===== config.mk =====
export PLATFORM = sky130hd
export DESIGN_NAME = counter_run_ctrl
export DESIGN_NICKNAME = d
export VERILOG_FILES = /design/src/rtl/counter_run_ctrl.sv
export SDC_FILE = /design/constraint.sdc
export NUM_CORES = 1
export LEC_CHECK = 0
export CAP_MARGIN = 20
export CORE_MARGIN = 8
export CORE_UTILIZATION = 50
export CTS_CLUSTER_SIZE = 10
export DETAILED_ROUTE_END_ITERATION = 8
export GPL_TIMING_DRIVEN = 0
export PLACE_DENSITY = 0.81
export SLEW_MARGIN = 10
export SYNTH_ARGS = -nofsm -noshare
export SYNTH_HDL_FRONTEND = slang
export SYNTH_SLANG_ARGS = --single-unit

===== constraint.sdc =====
create_clock -name clk -period 2.2 [get_ports clk]
set_input_delay 0.44 -clock clk [delete_from_list [all_inputs] [get_ports clk]]
set_output_delay 0.44 -clock clk [all_outputs]
set_load 0.005 [all_outputs]

===== src/rtl/counter_run_ctrl.sv =====
// Run sequencer for the shared negedge-clocked up-counter: clears it, issues prescaled
// enable pulses, compares the count against a latched target, and signals expiry.
module counter_run_ctrl #(
  parameter int N    = 8,
  parameter int P    = 8,
  parameter int LAPW = 8
) (
  input  logic            clk,
  input  logic            rst,
  input  logic            start,
  input  logic            stop,
  input  logic            pause,
  input  logic            periodic,
  input  logic [N-1:0]    target,
  input  logic [P-1:0]    prescale,
  input  logic [N-1:0]    cnt_q,
  output logic            cnt_en,
  output logic            cnt_rst,
  output logic            busy,
  output logic            paused,
  output logic            done,
  output logic [LAPW-1:0] laps
);

  // state | meaning
  // IDLE  | waiting for start; counter holds its last value
  // CLR   | counter held in reset for one cycle, prescaler cleared
  // RUN   | prescaling and counting toward the latched target
  // PAUSE | prescaler and count frozen until pause drops
  typedef enum logic [1:0] {
    IDLE  = 2'd0,
    CLR   = 2'd1,
    RUN   = 2'd2,
    PAUSE = 2'd3
  } state_t;

  state_t          state_q, state_d;
  logic            cnt_en_q, cnt_en_d;
  logic            cnt_rst_q, cnt_rst_d;
  logic            done_q, done_d;
  logic [LAPW-1:0] laps_q, laps_d;
  logic [P-1:0]    psc_q, psc_d;
  logic [N-1:0]    target_l_q, target_l_d;
  logic [P-1:0]    prescale_l_q, prescale_l_d;
  logic            periodic_l_q, periodic_l_d;

  always_ff @(posedge clk or posedge rst) begin
    if (rst) begin
      state_q      <= IDLE;
      cnt_en_q     <= 1'b0;
      cnt_rst_q    <= 1'b0;
      done_q       <= 1'b0;
      laps_q       <= '0;
      psc_q        <= '0;
      target_l_q   <= '0;
      prescale_l_q <= '0;
      periodic_l_q <= 1'b0;
    end else begin
      state_q      <= state_d;
      cnt_en_q     <= cnt_en_d;
      cnt_rst_q    <= cnt_rst_d;
      done_q       <= done_d;
      laps_q       <= laps_d;
      psc_q        <= psc_d;
      target_l_q   <= target_l_d;
      prescale_l_q <= prescale_l_d;
      periodic_l_q <= periodic_l_d;
    end
  end

  always_comb begin
    state_d      = state_q;
    cnt_en_d     = 1'b0;
    cnt_rst_d    = 1'b0;
    done_d       = 1'b0;
    laps_d       = laps_q;
    psc_d        = psc_q;
    target_l_d   = target_l_q;
    prescale_l_d = prescale_l_q;
    periodic_l_d = periodic_l_q;

    if (stop) begin
      state_d   = IDLE;
      cnt_rst_d = 1'b1;
    end else begin
      case (state_q)
        IDLE: begin
          if (start) begin
            state_d      = CLR;
            target_l_d   = target;
            prescale_l_d = prescale;
            periodic_l_d = periodic;
            cnt_rst_d    = 1'b1;
            laps_d       = '0;
          end
        end
        CLR: begin
          psc_d   = '0;
          state_d = RUN;
        end
        RUN, PAUSE: begin
          if (pause) begin
            state_d = PAUSE;
          end else begin
            // The resume edge also advances, so a pause delays expiry by exactly its length.
            state_d = RUN;
            if (psc_q != prescale_l_q) begin
              psc_d = psc_q + P'(1);
            end else begin
              psc_d = '0;
              if (cnt_q == target_l_q) begin
                done_d = 1'b1;
                if (periodic_l_q) begin
                  cnt_rst_d = 1'b1;
                  laps_d    = laps_q + LAPW'(1);
                  state_d   = CLR;
                end else begin
                  state_d = IDLE;
                end
              end else begin
                cnt_en_d = 1'b1;
              end
            end
          end
        end
        default: state_d = IDLE;
      endcase
    end
  end

  assign cnt_en  = cnt_en_q;
  assign cnt_rst = rst | cnt_rst_q;
  assign busy    = (state_q != IDLE);
  assign paused  = (state_q == PAUSE);
  assign done    = done_q;
  assign laps    = laps_q;

endmodule

* Word level (Yosys, flattened, before mapping) *
Cells that the tools add are included.

storage, ports and cells
  word-level logic and storage cells = 65
  input bits = 30
  output and inout port bits = 13
  register bits = 38

cells by class
  bitwise logic cells = 2
  reduce and logical (&&, ||, !) cells = 8
  multiplexer cells = 33
  eq/ne operators = 11
  $add $sub $neg = 2

operator list
  operator                                                          count
  8-bit two-way mux                                                 7
  8-bit case mux with 2 select lines                                2
  1-bit two-way mux                                                 17
  8-bit by 1-bit adder with 8-bit output (second input constant)    2
  2-bit two-way mux                                                 5
  2-bit != test (second input constant)                             5
  8-bit == test                                                     1
  8-bit != test                                                     1
  7-bit AND reduction                                               1
  2-bit case mux with 3 select lines                                1
  3-bit AND reduction                                               2
  2-bit nonzero test                                                3
  2-bit == test (second input constant)                             2
  3-bit != test (second input constant)                             1
  2-bit by 1-bit == test with 1-bit output (second input constant)  1
  2-bit zero test                                                   1
  1-bit case mux with 2 select lines                                1
  2-bit OR reduction                                                1
  1-bit inverter                                                    1
  1-bit OR                                                          1

* Longest topological paths before layout *
  depth after elaboration = 6
  mapped depth = 6
  depth with buffers taken out = 5

* Least setup slack after synthesis *
No wires, ideal clock.

  path type = flip-flop to flip-flop
  start = register psc_q[3]
  end = register laps_q[2], in the netlist laps[2]
  stages on the path, launching flop included = 6
  slack = 0.333 ns
  clock period less this slack = 1.867 ns
  data required time = 2.131 ns
  library setup time = 0.069 ns
  buffers on the path = 0
  arrival = 1.798 ns
  cells stage by stage = dfrtp_1 -> xor2_1 -> nor4_4 -> nand4_2 -> or4_1 -> nand3_1

between the ends
  word-level cells in the longest chain between the ends = 3

ends and longest elaborated chain
  item                                  line  RTL
  start, declared                       42    logic [P-1:0] psc_q, psc_d;
  start signal, assigned                64    psc_q <= psc_d;
  8-bit != test                         107   if (psc_q != prescale_l_q) begin
  2-bit != test (no source line)        --
  7-bit AND reduction (no source line)  --
  end signal, assigned                  63    laps_q <= laps_d;
  end, declared                         41    logic [LAPW-1:0] laps_q, laps_d;

No other way between the ends.
A chain may end at the register's enable or synchronous reset.

* Worst setup path after layout *
Ends and elaborated chain as after synthesis.

==> results.md <==
STA:
- The total count of hold-check failures in the final report came to 0.
- The worst pin sits at a relative slew slack of 48.5%.
- The number of endpoints failing setup at the final stage is 0.
- The slew of the pin with the lowest slew margin is 771 ps.
- Dividing the final minimum period by the clock period gives 95.5%.
- The total count of max-transition violations in the final report came to 0.
- Once routing completed, OpenROAD measured the worst setup slack at ~100 ps.
- For the final database, setup skew stands at 2.35 ps.
- The routed design could run at a clock period as short as 2100 ps.
- The accumulated negative setup slack is 0 ps.
- The achievable frequency is 476 MHz.
- The worst-case hold slack is 509 ps.

Logic synthesis:
- The count of flip-flops with a built-in enable after synthesis is 0.
- The synthesized instance count is 191.
- The share of the Yosys chip area taken by registers is 47.8%.
- The synthesized cell area is 1990 um^2.
- Summing the areas of all compound-gate instances in the mapped netlist gives roughly 12% of the synthesized area.
- The number of synthesized register bits is 38.
- The Yosys warning count is 0.
- The post-synthesis simple-gate area fraction is 19.9%.
- The adder-cell share of the synthesized area is 1.26%.
- The share of async-settable or async-resettable flops after synthesis is 100%.
- Synthesis instantiated 36 different standard cells from the library.
- After synthesis, the largest family of logic cells by area is simple AND/OR/NAND/NOR gates.
- Counting every net in the synthesized netlist gives 223.
- Of the total synthesized cell area, the portion taken by XOR and XNOR cells is 7.04%.
- Each instance of the synthesized netlist takes up on average approximately 10 um^2.
- Among all flip-flop cells after synthesis, the most frequent one is sky130_fd_sc_hd__dfrtp_1.
- After synthesis, the share of cell area in mux cells is 9.05%.

CTS:
- The clock latency on the worst-skew pair is 290 ps.
- Hold repair after CTS inserted 0 buffers.
- The CTS clock-pin slew for the worst setup and hold paths is roughly 70 ps.
- For this design, the sink count on the clock tree is 38.
- The count of buffers added by post-CTS timing repair for setup is 0.
- The maximum level of the CTS H-tree is 2.
- In this run, CTS created clock tree buffers numbering 5.
- The buffer levels on the longest clock path is 2.
- The root buffer cell is sky130_fd_sc_hd__clkbuf_8.
- TritonCTS built the clock tree.

Power:
- The areal power density over the cells is between 600 and 700 nW/um^2.
- The cell leakage power is 1.08 nW.
- Power comes to 1.73 mW.
- The worst-case IR drop observed on VDD is 0.397 mV.

Setup path:
- The number of cells on the worst reg-to-reg path is 5.
- The required time of the critical path is 2430 ps.
- The type of destination of the critical path is a flip-flop.
- The register-to-register path setup slack is 100 ps.
- At the worst endpoint, the arrival time is 2330 ps.
- In this run the critical register-to-register path is captured at laps[2]$_DFFE_PP0P_.
- The maximum fanout encountered on the critical timing path is 9.
- The launching point of the worst reg2reg path is psc_q[3]$_DFFE_PP0P_.
- The category of the worst setup path launch point is a flip-flop.
- The classification of the worst setup path is reg -> reg.

Global route:
- Global routing consumed, over all layers together, 14.7% of the routing resources.
- The initial antenna violation count is 0.
- The first global-routing pass estimated 7390 um of wire.
- The via count of the first global-routing pass is 1,590.
- The total overflow left after global routing is 0.
- Entering global routing, the biggest net connects 39 pins.

Layout:
- At the end of the flow, the number of nets in the layout was 271.
- The area added between synthesis and finish is 30.4%.
- Leaving out fill and tap cells, the most frequent cell in the layout is sky130_fd_sc_hd__clkdlybuf4s50_1.
- Counting the fill cells in the layout gives 334.
- In the final layout, the share of cells above drive strength 1 is around an eighth.
- For this run, the share of the core covered by cells in the final layout is 66.3%.
- The number of antenna diodes in the final layout is 0.
- The top cell types in the final layout, fill and taps aside, are sky130_fd_sc_hd__clkdlybuf4s50_1, sky130_fd_sc_hd__dfrtp_1, sky130_fd_sc_hd__nand2_1, sky130_fd_sc_hd__xor2_1, sky130_fd_sc_hd__mux2_2.

Detailed routing:
- The detailed-router iteration count before antenna repair is 4.
- In this run the remaining antenna-violating nets after routing total 0.
- The total number of vias is 1,587.
- The via density per instance is between 5 and 6.
- The average wire per cell in the routed design is about 15 um.
- The total wirelength of the detailed-routed design is 4310 um.
- After detailed routing, the number of remaining DRC violations is 0.
- The number of design-rule violations left by the first detailed-router iteration is 111.

Run:
- The tool flagged a number of max-cap violations equal to 0.

Placed design:
- At the placement stage, the worst setup path has a slack of -328 ps.
- The wire-length estimate of the detail-placed layout is 3230 um.
- Buffers placed on the I/O ports in this run total 41.
- The final estimated routing congestion in global placement is 0.872.

Min path:
- The end point of the worst hold path is prescale_l_q[3]$_DFFE_PP0P_.
- The worst hold path cell count is 1.
- The path class of the lowest-slack min-delay path is reg -> reg.
- The startpoint identified for the worst hold timing path is prescale_l_q[3]$_DFFE_PP0P_.

Die:
- Pin placement for this block handled 43 I/O pins.
- The initial core utilization is 50.9%.
- In this run the vertical extent of the chip is 79.1 um.
- The width of the die is 79.1 um.
- The die outline area is between 6000 and 7000 um^2.
- The area of the core is 3910 um^2.
- The standard-cell row count is 23.

Outcome:
- The flow ran to the end, and the final reports show no timing, DRC or antenna violations.
## power breakdown
group	total [mW]	internal (mW)	switching [mW]
Clock	0.488	0.253	0.236
Combinational	0.375	0.184	0.190
Sequential	0.863	0.789	0.0735
## how the worst max path moves through the flow
stage / start / to / slack, ps
after CTS: cnt_q[0] / laps[2]$_DFFE_PP0P_ / 20
after detailed placement: cnt_q[1] / laps[6]$_DFFE_PP0P_ / -330
after global routing: cnt_q[7] / laps[0]$_DFFE_PP0P_ / -4
after global placement: cnt_q[7] / laps[6]$_DFFE_PP0P_ / -360
final: psc_q[3]$_DFFE_PP0P_ / laps[2]$_DFFE_PP0P_ / 100
after floorplan: psc_q[3]$_DFFE_PP0P_ / laps[2]$_DFFE_PP0P_ / 330
## Yosys cell counts, types with 5 or more instances
| cell type | n | share of area, % |
|---|---|---|
| sky130_fd_sc_hd__mux2_1 | 5 | 2.8 |
| sky130_fd_sc_hd__inv_1 | 8 | 1.5 |
| sky130_fd_sc_hd__mux2_2 | 11 | 6.2 |
| sky130_fd_sc_hd__or4_1 | 6 | 2.3 |
| sky130_fd_sc_hd__clkbuf_1 | 5 | 0.94 |
| sky130_fd_sc_hd__a21oi_1 | 5 | 1.3 |
| sky130_fd_sc_hd__o211ai_1 | 10 | 3.8 |
| sky130_fd_sc_hd__nand2_1 | 23 | 4.3 |
| sky130_fd_sc_hd__xor2_1 | 16 | 7.0 |
| sky130_fd_sc_hd__nand2b_1 | 7 | 2.2 |
| sky130_fd_sc_hd__o21ai_0 | 6 | 1.5 |
| sky130_fd_sc_hd__nand3_1 | 6 | 1.5 |
| sky130_fd_sc_hd__dfrtp_1 | 38 | 48 |
## critical path, stage by stage (launching register included)
cell and delay (ps):
sky130_fd_sc_hd__dfrtp_1 450, sky130_fd_sc_hd__xor2_1 210, sky130_fd_sc_hd__nor4_4 470, sky130_fd_sc_hd__nand4_4 230
sky130_fd_sc_hd__or4_1 580, sky130_fd_sc_hd__nand3_1 100
## cells by family after synthesis
family	Yosys count
adders and majority gates	2
DFF	38
xor gates and xnor gates	16
and+or+nand+nor	68
buffers and inverters	14
AOI/OAI and AO/OA	37
muxes	16
## state kept, by name (all words and copies together), names as in the netlist
name          cells
cnt_en            1
cnt_rst_q         1
done              1
laps              8
periodic_l_q      1
prescale_l_q      8
psc_q             8
state_q           2
target_l_q        8
## what timing repair did
| action | in CTS | in global routing |
|---|---|---|
| endpoints found under the setup margin | 3 | 17 |
| resized for setup | 1 | 7 |
| pin swaps | 0 | 1 |
## area by class of cell
| class | instances | area, um^2 | share of cell area [%] |
|---|---|---|---|
| Buffer | 6 | 25.0 | 0.964 |
| Clock buffer | 7 | 86.3 | 3.33 |
| Clock inverter | 1 | 5.00 | 0.193 |
| Inverter | 8 | 30.0 | 1.16 |
| Multi-Input combinational cell | 139 | 1020 | 39.4 |
| Sequential cell | 38 | 952 | 36.7 |
| Tap cell | 50 | 62.6 | 2.41 |
| Timing Repair Buffer | 41 | 410 | 15.8 |
## routing by layer
layer | GRT usage, % | vias to the layer above | part of all wire [%]
met2 | 22.0 | 47 | 46
met5 | 0 | - | 0
met3 | 2.60 | 7 | 5.6
li1 | - | 791 | -
met4 | 8.52 | 0 | 1.7
met1 | 19.4 | 742 | 46
## stage by stage
stage / instances / instance area, um^2
global placement: 282 / 2460
CTS: 290 / 2560
global route: 290 / 2590
floorplan: 191 / 1990
finish: 290 / 2590
detailed placement: 282 / 2460
No activity file was read; power rests on OpenSTA's default activity.
